==> src/rtl/jbi_snoop_resp_gen_pkg.sv <==
// Shared types for the JBus snoop-response generator: response codes, FSM states
// and the width of the internal countdown counters.
package jbi_snoop_resp_gen_pkg;

   localparam int SNP_CNT_W = 4;

   typedef enum logic [1:0] {
      SNP_NOP   = 2'b00,
      SNP_CLEAN = 2'b01,
      SNP_OWNED = 2'b10,
      SNP_HOLD  = 2'b11
   } snp_code_e;

   typedef enum logic [2:0] {
      ST_IDLE,
      ST_WAIT,
      ST_HOLDING,
      ST_DRIVE,
      ST_GAP
   } snp_state_e;

   // The disable bit overrides ownership so the bus only ever sees CLEAN.
   function automatic snp_code_e final_code(input logic owned, input logic snp_disable);
      return (owned && !snp_disable) ? SNP_OWNED : SNP_CLEAN;
   endfunction

endpackage

==> src/rtl/jbi_snoop_resp_timer.sv <==
// Loadable 4-bit down-counter with a count==1 flag; serves both the response
// latency wait and the post-response turnaround gap.
module jbi_snoop_resp_timer
   import jbi_snoop_resp_gen_pkg::*;
(
   input  logic                 clk,
   input  logic                 rst_l,
   input  logic                 load,
   input  logic [SNP_CNT_W-1:0] load_val,
   input  logic                 en,
   output logic                 is_one
);

   logic [SNP_CNT_W-1:0] count_reg;

   always_ff @(posedge clk or negedge rst_l) begin
      if (!rst_l) begin
         count_reg <= '0;
      end else if (load) begin
         count_reg <= load_val;
      end else if (en && (count_reg != '0)) begin
         count_reg <= count_reg - 1'b1;
      end
   end

   assign is_one = (count_reg == SNP_CNT_W'(1));

endmodule

==> src/rtl/jbi_snoop_resp_gen.sv <==
// Pops one snoop request at a time, waits a fixed latency (plus optional HOLD
// cycles) and drives a single registered response code onto the JBus snoop pins.
module jbi_snoop_resp_gen
   import jbi_snoop_resp_gen_pkg::*;
#(
   parameter int SNP_RESP_LAT = 4,
   parameter int SNP_GAP      = 1,
   parameter int MAX_HOLD     = 15
) (
   input  logic       clk,
   input  logic       rst_l,
   input  logic       sq_valid,
   output logic       sq_dequeue,
   input  logic       snp_owned,
   input  logic       snp_hold,
   input  logic       csr_snp_disable,
   output logic [1:0] j_snoop_out,
   output logic       j_snoop_oe,
   output logic       resp_done,
   output logic       hold_timeout
);

   localparam logic [SNP_CNT_W-1:0] LAT_LOAD = SNP_CNT_W'(SNP_RESP_LAT - 1);
   localparam logic [SNP_CNT_W-1:0] GAP_LOAD = SNP_CNT_W'(SNP_GAP);
   localparam logic [SNP_CNT_W-1:0] HOLD_MAX = SNP_CNT_W'(MAX_HOLD);

   if (SNP_RESP_LAT < 2 || SNP_RESP_LAT > 15 || SNP_GAP < 0 || SNP_GAP > 7 ||
       MAX_HOLD < 1 || MAX_HOLD > 15) begin : g_bad_param
      $error("jbi_snoop_resp_gen: parameter out of legal range");
   end

   snp_state_e           state_reg, state_next;
   snp_code_e            code_cap_reg, code_cap_next;
   logic [SNP_CNT_W-1:0] hold_cnt_reg, hold_cnt_next;
   logic                 timer_load, timer_en, timer_is_one;
   logic [SNP_CNT_W-1:0] timer_val;
   logic                 forced;

   snp_code_e            j_snoop_out_reg, j_snoop_out_next;
   logic                 oe_reg, oe_next;
   logic                 resp_done_reg, resp_done_next;
   logic                 hold_timeout_reg, hold_timeout_next;

   jbi_snoop_resp_timer u_timer (
      .clk      (clk),
      .rst_l    (rst_l),
      .load     (timer_load),
      .load_val (timer_val),
      .en       (timer_en),
      .is_one   (timer_is_one)
   );

   always_comb begin
      state_next    = state_reg;
      code_cap_next = code_cap_reg;
      hold_cnt_next = hold_cnt_reg;
      timer_load    = 1'b0;
      timer_val     = '0;
      timer_en      = 1'b0;
      forced        = 1'b0;
      sq_dequeue    = 1'b0;
      unique case (state_reg)
         ST_IDLE: begin
            sq_dequeue = sq_valid;
            if (sq_valid) begin
               code_cap_next = final_code(snp_owned, csr_snp_disable);
               timer_load    = 1'b1;
               timer_val     = LAT_LOAD;
               state_next    = ST_WAIT;
            end
         end
         ST_WAIT: begin
            timer_en = 1'b1;
            if (timer_is_one) begin
               if (snp_hold) begin
                  hold_cnt_next = SNP_CNT_W'(1);
                  state_next    = ST_HOLDING;
               end else begin
                  state_next = ST_DRIVE;
               end
            end
         end
         ST_HOLDING: begin
            if (!snp_hold) begin
               state_next = ST_DRIVE;
            end else if (hold_cnt_reg < HOLD_MAX) begin
               hold_cnt_next = hold_cnt_reg + 1'b1;
            end else begin
               forced     = 1'b1;
               state_next = ST_DRIVE;
            end
         end
         ST_DRIVE: begin
            hold_cnt_next = '0;
            if (SNP_GAP == 0) begin
               state_next = ST_IDLE;
            end else begin
               timer_load = 1'b1;
               timer_val  = GAP_LOAD;
               state_next = ST_GAP;
            end
         end
         ST_GAP: begin
            timer_en = 1'b1;
            if (timer_is_one) state_next = ST_IDLE;
         end
         default: state_next = ST_IDLE;
      endcase
   end

   // Pin values are decoded from the next state so the registered outputs line
   // up with the cycle the FSM spends in HOLDING/DRIVE.
   always_comb begin
      j_snoop_out_next  = SNP_NOP;
      oe_next           = 1'b0;
      resp_done_next    = 1'b0;
      hold_timeout_next = forced;
      unique case (state_next)
         ST_HOLDING: begin
            j_snoop_out_next = SNP_HOLD;
            oe_next          = 1'b1;
         end
         ST_DRIVE: begin
            j_snoop_out_next = code_cap_next;
            oe_next          = 1'b1;
            resp_done_next   = 1'b1;
         end
         default: ;
      endcase
   end

   always_ff @(posedge clk or negedge rst_l) begin
      if (!rst_l) begin
         state_reg        <= ST_IDLE;
         code_cap_reg     <= SNP_CLEAN;
         hold_cnt_reg     <= '0;
         j_snoop_out_reg  <= SNP_NOP;
         oe_reg           <= 1'b0;
         resp_done_reg    <= 1'b0;
         hold_timeout_reg <= 1'b0;
      end else begin
         state_reg        <= state_next;
         code_cap_reg     <= code_cap_next;
         hold_cnt_reg     <= hold_cnt_next;
         j_snoop_out_reg  <= j_snoop_out_next;
         oe_reg           <= oe_next;
         resp_done_reg    <= resp_done_next;
         hold_timeout_reg <= hold_timeout_next;
      end
   end

   assign j_snoop_out  = j_snoop_out_reg;
   assign j_snoop_oe   = oe_reg;
   assign resp_done    = resp_done_reg;
   assign hold_timeout = hold_timeout_reg;

endmodule

==> config.mk <==
export PLATFORM = sky130hd
export DESIGN_NAME = jbi_snoop_resp_gen
export DESIGN_NICKNAME = d
export VERILOG_FILES = /design/src/rtl/jbi_snoop_resp_gen_pkg.sv /design/src/rtl/jbi_snoop_resp_timer.sv /design/src/rtl/jbi_snoop_resp_gen.sv
export SDC_FILE = /design/constraint.sdc
export NUM_CORES = 1
export LEC_CHECK = 0
export ABC_AREA = 0
export CAP_MARGIN = 25
export CORE_UTILIZATION = 45
export DETAILED_ROUTE_END_ITERATION = 7
export PLACE_DENSITY_LB_ADDON = 0.05
export SLEW_MARGIN = 20
export SYNTH_ARGS = -nofsm -noshare
export SYNTH_HDL_FRONTEND = slang
export SYNTH_SLANG_ARGS = --single-unit
export TNS_END_PERCENT = 1
==> constraint.sdc <==
create_clock -name clk -period 1.6 [get_ports clk]
set_clock_uncertainty 0.05 [all_clocks]
set_input_delay 0.32 -clock clk [delete_from_list [all_inputs] [get_ports clk]]
set_output_delay 0.32 -clock clk [all_outputs]
set_load 0.02 [all_outputs]
Word level (Yosys, flattened, before mapping)
Index checks and enable logic that the tools add are counted.

word-level totals
  bits in registers = 18
  input bits = 6
  output and inout port bits = 6
  logic and storage cells = 61

cells by class
  add/subtract/negate cells = 2
  magnitude comparators = 1
  eq/ne operators = 11
  muxes and demuxes = 29
  reduce and logical (&&, ||, !) cells = 10

operators with widths
  cell                                                                    count
  4-bit two-way mux                                                       6
  3-bit two-way mux                                                       5
  3-bit one-hot mux with 5 select lines                                   1
  3-bit by 2-bit equality test with 1-bit output (second input constant)  4
  4-bit one-hot mux with 3 select lines                                   1
  1-bit two-way mux                                                       9
  2-bit two-way mux                                                       4
  2-bit != test (second input constant)                                   4
  2-bit one-hot mux with 2 select lines                                   2
  5-bit AND reduction                                                     1
  4-bit by 1-bit adder with 4-bit output (second input constant)          1
  4-bit by 1-bit equality test with 1-bit output (second input constant)  1
  4-bit < comparator (second input constant)                              1
  4-bit nonzero test                                                      1
  2-bit OR reduction                                                      2
  4-bit by 1-bit subtractor with 4-bit output (second input constant)     1
  3-bit by 1-bit equality test with 1-bit output (second input constant)  1
  3-bit equality test (second input constant)                             1
  3-bit zero test                                                         1
  3-bit nonzero test                                                      1
  1-bit logical AND                                                       2
  1-bit one-hot mux with 2 select lines                                   1
  2-bit nonzero test                                                      1
  1-bit zero test                                                         1

Longest topological paths before layout
  word-level depth = 7
  depth in mapped cells = 6
  mapped depth without buffers = 6

Cells and area by module
From an unflattened synthesis, not the netlist that was laid out.

unflattened totals
  cells, all modules = 96
  area total of the unflattened synthesis = 985.9 sq um

by module, submodules not included
  module                instances  cells an instance  area an instance (sq um)  sequential area each (sq um)
  jbi_snoop_resp_gen    1          67                 703.2                     351.6
  jbi_snoop_resp_timer  1          29                 282.8                     100.1

Worst setup path before layout
Ideal clock, no wire load.

  kind = reg2reg
  start = register state_reg[1]
  end = register j_snoop_out_reg[0] (netlist: j_snoop_out[0])
  data arrival time = 1559 ps
  data required time = 1414 ps
  slack = -145 ps
  stages on the path, launching flop included = 6
  path buffers = 1
  period minus slack after synthesis = 1745 ps
  cell sequence = dfrtp_1 buf_4 nor4b_2 nand3b_1 o21ai_0 a21oi_1

between the ends
  cells in the longest elaborated chain, start to end = 5
  elaborated cells between the ends (all ways) = 15

RTL lines
  item                                            line                       RTL
  start: declaration                              jbi_snoop_resp_gen.sv:32   snp_state_e state_reg, state_next;
  start signal: assignment                        jbi_snoop_resp_gen.sv:142  state_reg <= state_next;
  3-bit two-way mux                               jbi_snoop_resp_gen.sv:86   end else if (hold_cnt_reg < HOLD_MAX) begin
  3-bit two-way mux                               jbi_snoop_resp_gen.sv:84   if (!snp_hold) begin
  3-bit one-hot mux with 5 select lines           jbi_snoop_resp_gen.sv:62   unique case (state_reg)
  3-bit by 2-bit equality test with 1-bit output  jbi_snoop_resp_gen.sv:118  unique case (state_next)
  2-bit one-hot mux with 2 select lines (*)       jbi_snoop_resp_gen.sv:118
  net j_snoop_out_next[0]                         jbi_snoop_resp_gen.sv:39   snp_code_e j_snoop_out_reg, j_snoop_out_next;
  end signal: assignment                          jbi_snoop_resp_gen.sv:145  j_snoop_out_reg <= j_snoop_out_next;
  end: declaration                                jbi_snoop_resp_gen.sv:39

The timed path passes the listed nets; every way through them passes the cells marked *.
A chain may end at the register's enable or synchronous reset.

Final worst setup path
  start = register u_timer.count_reg[1]
  end = register hold_cnt_reg[2]

between the ends
  cells in the longest elaborated chain, start to end = 3

RTL lines
  item                                            line                        RTL
  start: declaration                              jbi_snoop_resp_timer.sv:14  logic [SNP_CNT_W-1:0] count_reg;
  start signal: assignment                        jbi_snoop_resp_timer.sv:20  count_reg <= load_val;
  start signal: assignment                        jbi_snoop_resp_timer.sv:22  count_reg <= count_reg - 1'b1;
  4-bit by 1-bit equality test with 1-bit output  jbi_snoop_resp_timer.sv:26  assign is_one = (count_reg == SNP_CNT_W'(1));
  2-bit != test (no source line)                  --
  5-bit AND reduction (no source line)            --
  end signal: assignment                          jbi_snoop_resp_gen.sv:144   hold_cnt_reg <= hold_cnt_next;
  end: declaration                                jbi_snoop_resp_gen.sv:34    logic [SNP_CNT_W-1:0] hold_cnt_reg, hold_cnt_next;

No other way between the ends.

==> impl_metrics.env <==
export IMPL_status="finished with violations"
export IMPL_violations="negative setup slack"
export IMPL_wire_per_inst_um=13.4
export IMPL_cp_max_fo=3
export IMPL_cts_root_buf="clkbuf_4"
export IMPL_synth_top_family_by_area="simple AND/OR/NAND/NOR gates"
export IMPL_place_gp_congestion=0.822
export IMPL_overflow=0
export IMPL_crit_chain="inv_2, ha_4, nor3b_4, a21oi_2, or3_4, a211o_1"
export IMPL_yosysTopAreaCell="dfrtp_1"
export IMPL_rrSetupSlack_ns=-0.12
export IMPL_power_leakage_uw=0.000682
export IMPL_layout_setup_ws_ns=-0.124
export IMPL_final_common_cell="buf_4"
export IMPL_yosys_area_share_xor_xnor=0.0533
export IMPL_ys_ff_latch=18
export IMPL_syn_nets=105
export IMPL_ios=12
export IMPL_ys_flop_type="dfrtp_1"
export IMPL_fin_setup_tns_ns=-0.496
export IMPL_synth_cells=95
export IMPL_grtUsageTotal=0.193
export IMPL_grt_pass1_vias=706
export IMPL_drt_total_wl_um=2070
export IMPL_cp_start_kind="flip-flop"
export IMPL_hold_viol_final=0
export IMPL_relSlewSlack=0.753
export IMPL_end_kind="flip-flop"
export IMPL_mappedNetlistArea_um2=962
export IMPL_cts_hold_buffers=0
export IMPL_path_class="flip-flop to flip-flop"
export IMPL_yosys_area_share_simple=0.241
export IMPL_final_cell_mix="21 x buf_4, 17 x dfrtp_1, 8 x nor2_1, 8 x nand2_1, 5 x o21ai_0"
export IMPL_die_y_um=48.2
export IMPL_cts_buffer_depth=2
export IMPL_synth_distinct_cells=39
export IMPL_powerDensity_nw_per_um2=1820
export IMPL_grt_pass1_wl_um=3020
export IMPL_first_pass_iters=4
export IMPL_worst_endpoint_required_ns=1.73
export IMPL_ant_nets=0
export IMPL_post_dp_hpwl_um=1450
export IMPL_fmax_ghz=0.580
export IMPL_core_area_um2=1980
export IMPL_yosys_warnings=0
export IMPL_critPathMaxStageDelay_ns=0.40
export IMPL_clock_latency_ns=0.29
export IMPL_finalCriticalPeriod_ns=1.72
export IMPL_worst_slew_pin_slew_ns=0.369
export IMPL_reg2reg_depth=6
export IMPL_min_path_type="input pin to asynchronous set/reset pin"
export IMPL_synthAdderAreaFrac=0.0520
export IMPL_area_delta_synth_final_pct=41.5
export IMPL_cts_tree="built"
export IMPL_fin_crit_sh=1.08
export IMPL_cp_slowest_cell="dfrtp_1"
export IMPL_maxCapViolations=0
export IMPL_drt_iter0_markers=22
export IMPL_htreeDepth=1
export IMPL_dieArea_um2=2330
export IMPL_critPathLaunch="u_timer.count_reg[1]"
export IMPL_synth_edf_count=0
export IMPL_drive_above_1_share=0.336
export IMPL_vias_per_cell=5.21
export IMPL_clock_sinks=18
export IMPL_ys_top_cells_by_area="dfrtp_1 44%, ha_1 5.2%, nand2_1 3.1%"
export IMPL_r2r_start="u_timer.count_reg[1]"
export IMPL_antenna_found_initial=0
export IMPL_start_util=0.485
export IMPL_drc=0
export IMPL_muxShareOfSynthArea=0
export IMPL_io_buffers=11
export IMPL_rsz0062_at_grt="true"
export IMPL_yosysSeqAreaShare=0.469
export IMPL_cts_buffers=3
export IMPL_peakVddDrop_v=0.00126
export IMPL_clk_pin_slew_ns=0.10
export IMPL_setup_viol_count_final=8
export IMPL_die_x_um=48.2
export IMPL_synth_compound_area_frac=0.129
export IMPL_cp_endpoint="hold_cnt_reg[2]"
export IMPL_grt_start_max_net_pins=19
export IMPL_vias=807
export IMPL_num_rows=16
export IMPL_yosys_area_top_type_share=0.442
export IMPL_r2r_end="hold_cnt_reg[2]"
export IMPL_async_reset_ff_frac=1.00
export IMPL_report_final_slew_viol_count=0
export IMPL_final_nets=139
export IMPL_finish_utilization=0.687
export IMPL_syn_avg_cell_area_um2=10.1
export IMPL_cp_data_arrival_time_ns=1.86
export IMPL_diodes=0
[how the worst min path moves through the flow]
stage / start / end / slack (ns) / depth (start not counted)
6_report: rst_l / hold_timeout / 0.31 / 2
5_1_grt: rst_l / u_timer.count_reg[3] / 0.33 / 2
4_1_cts: rst_l / hold_timeout / 0.31 / 2
3_5_place_dp: hold_cnt_reg[1] / hold_cnt_reg[1] / 0.45 / 1
3_3_place_gp: hold_cnt_reg[1] / hold_cnt_reg[1] / 0.44 / 1
2_1_floorplan: rst_l / code_cap_reg[1] / -0.03 / 0
[power breakdown]
part	internal [µW]	switching, µW	total [µW]
combinational	784	705	1490
sequential	614	101	715
clock	138	138	277
[cells in the mapped netlist, types with 2 or more instances]
library cell  number
nand2_1            8
o31ai_1            2
nor3b_1            2
a31oi_1            2
nor2b_1            2
buf_4              2
dfrtp_1           17
or3_1              2
xnor2_1            3
nor3_1             2
nand2b_1           2
ha_1               4
o21ai_0            5
nor2_1             8
inv_1              6
a21oi_1            5
[what timing repair did]
action,in CTS,in global routing
gates resized for setup,20,7
endpoints found under the setup margin,13,12
buffers inserted,2,1
pin swaps,6,1
[metrics by stage]
| stage | area (µm²) | total power [µW] | setup slack (ns) | cells | hold slack [ns] |
|---|---|---|---|---|---|
| 2_1_floorplan | 971 | 1480 | -0.0648 | 95 | -0.0256 |
| 3_3_place_gp | 1230 | 1930 | -0.403 | 148 | 0.444 |
| 3_5_place_dp | 1230 | 1960 | -0.470 | 148 | 0.452 |
| 4_1_cts | 1320 | 2400 | -0.121 | 154 | 0.310 |
| 5_1_grt | 1360 | 2660 | -0.197 | 155 | 0.330 |
| 6_report | 1360 | 2480 | -0.124 | 155 | 0.305 |
[routing by layer]
metal | wire, µm | track usage | vias to the layer above
met3 | 48 | 0.0333 | 4
met1 | 929 | 0.267 | 391
met4 | 17 | 0.0500 | 0
met5 | 0 | 0 | -
li1 | - | - | 399
met2 | 1080 | 0.312 | 13
[worst max-delay path, delay by kind of cell, from the launching register on]
family | cells | cell delay, ns
buffers and inverters | 1 | 0.09
adders and majority gates | 1 | 0.12
and+or+nand+nor | 2 | 0.61
AOI/OAI and AO/OA | 2 | 0.35
DFF | 1 | 0.40
[layout make-up]
class                           instances  area, µm²
Clock buffer                            4       36.3
Fill cell                             150        621
Inverter                                6       22.5
Multi-Input combinational cell         67        537
Sequential cell                        18        452
Tap cell                               27       33.8
Timing Repair Buffer                   33        280
[kinds of logic (layout without fill, tap and decap cells)]
group / after synthesis / in the layout
AO/OA/AOI/OAI: 19 / 19
XOR/XNOR: 5 / 5
adder cells (fa/ha/maj): 4 / 4
buffers and inverters: 10 / 43
flip-flops: 18 / 18
AND/OR/NAND/NOR: 39 / 39
Note: power is estimated with default switching activity, not from simulation.
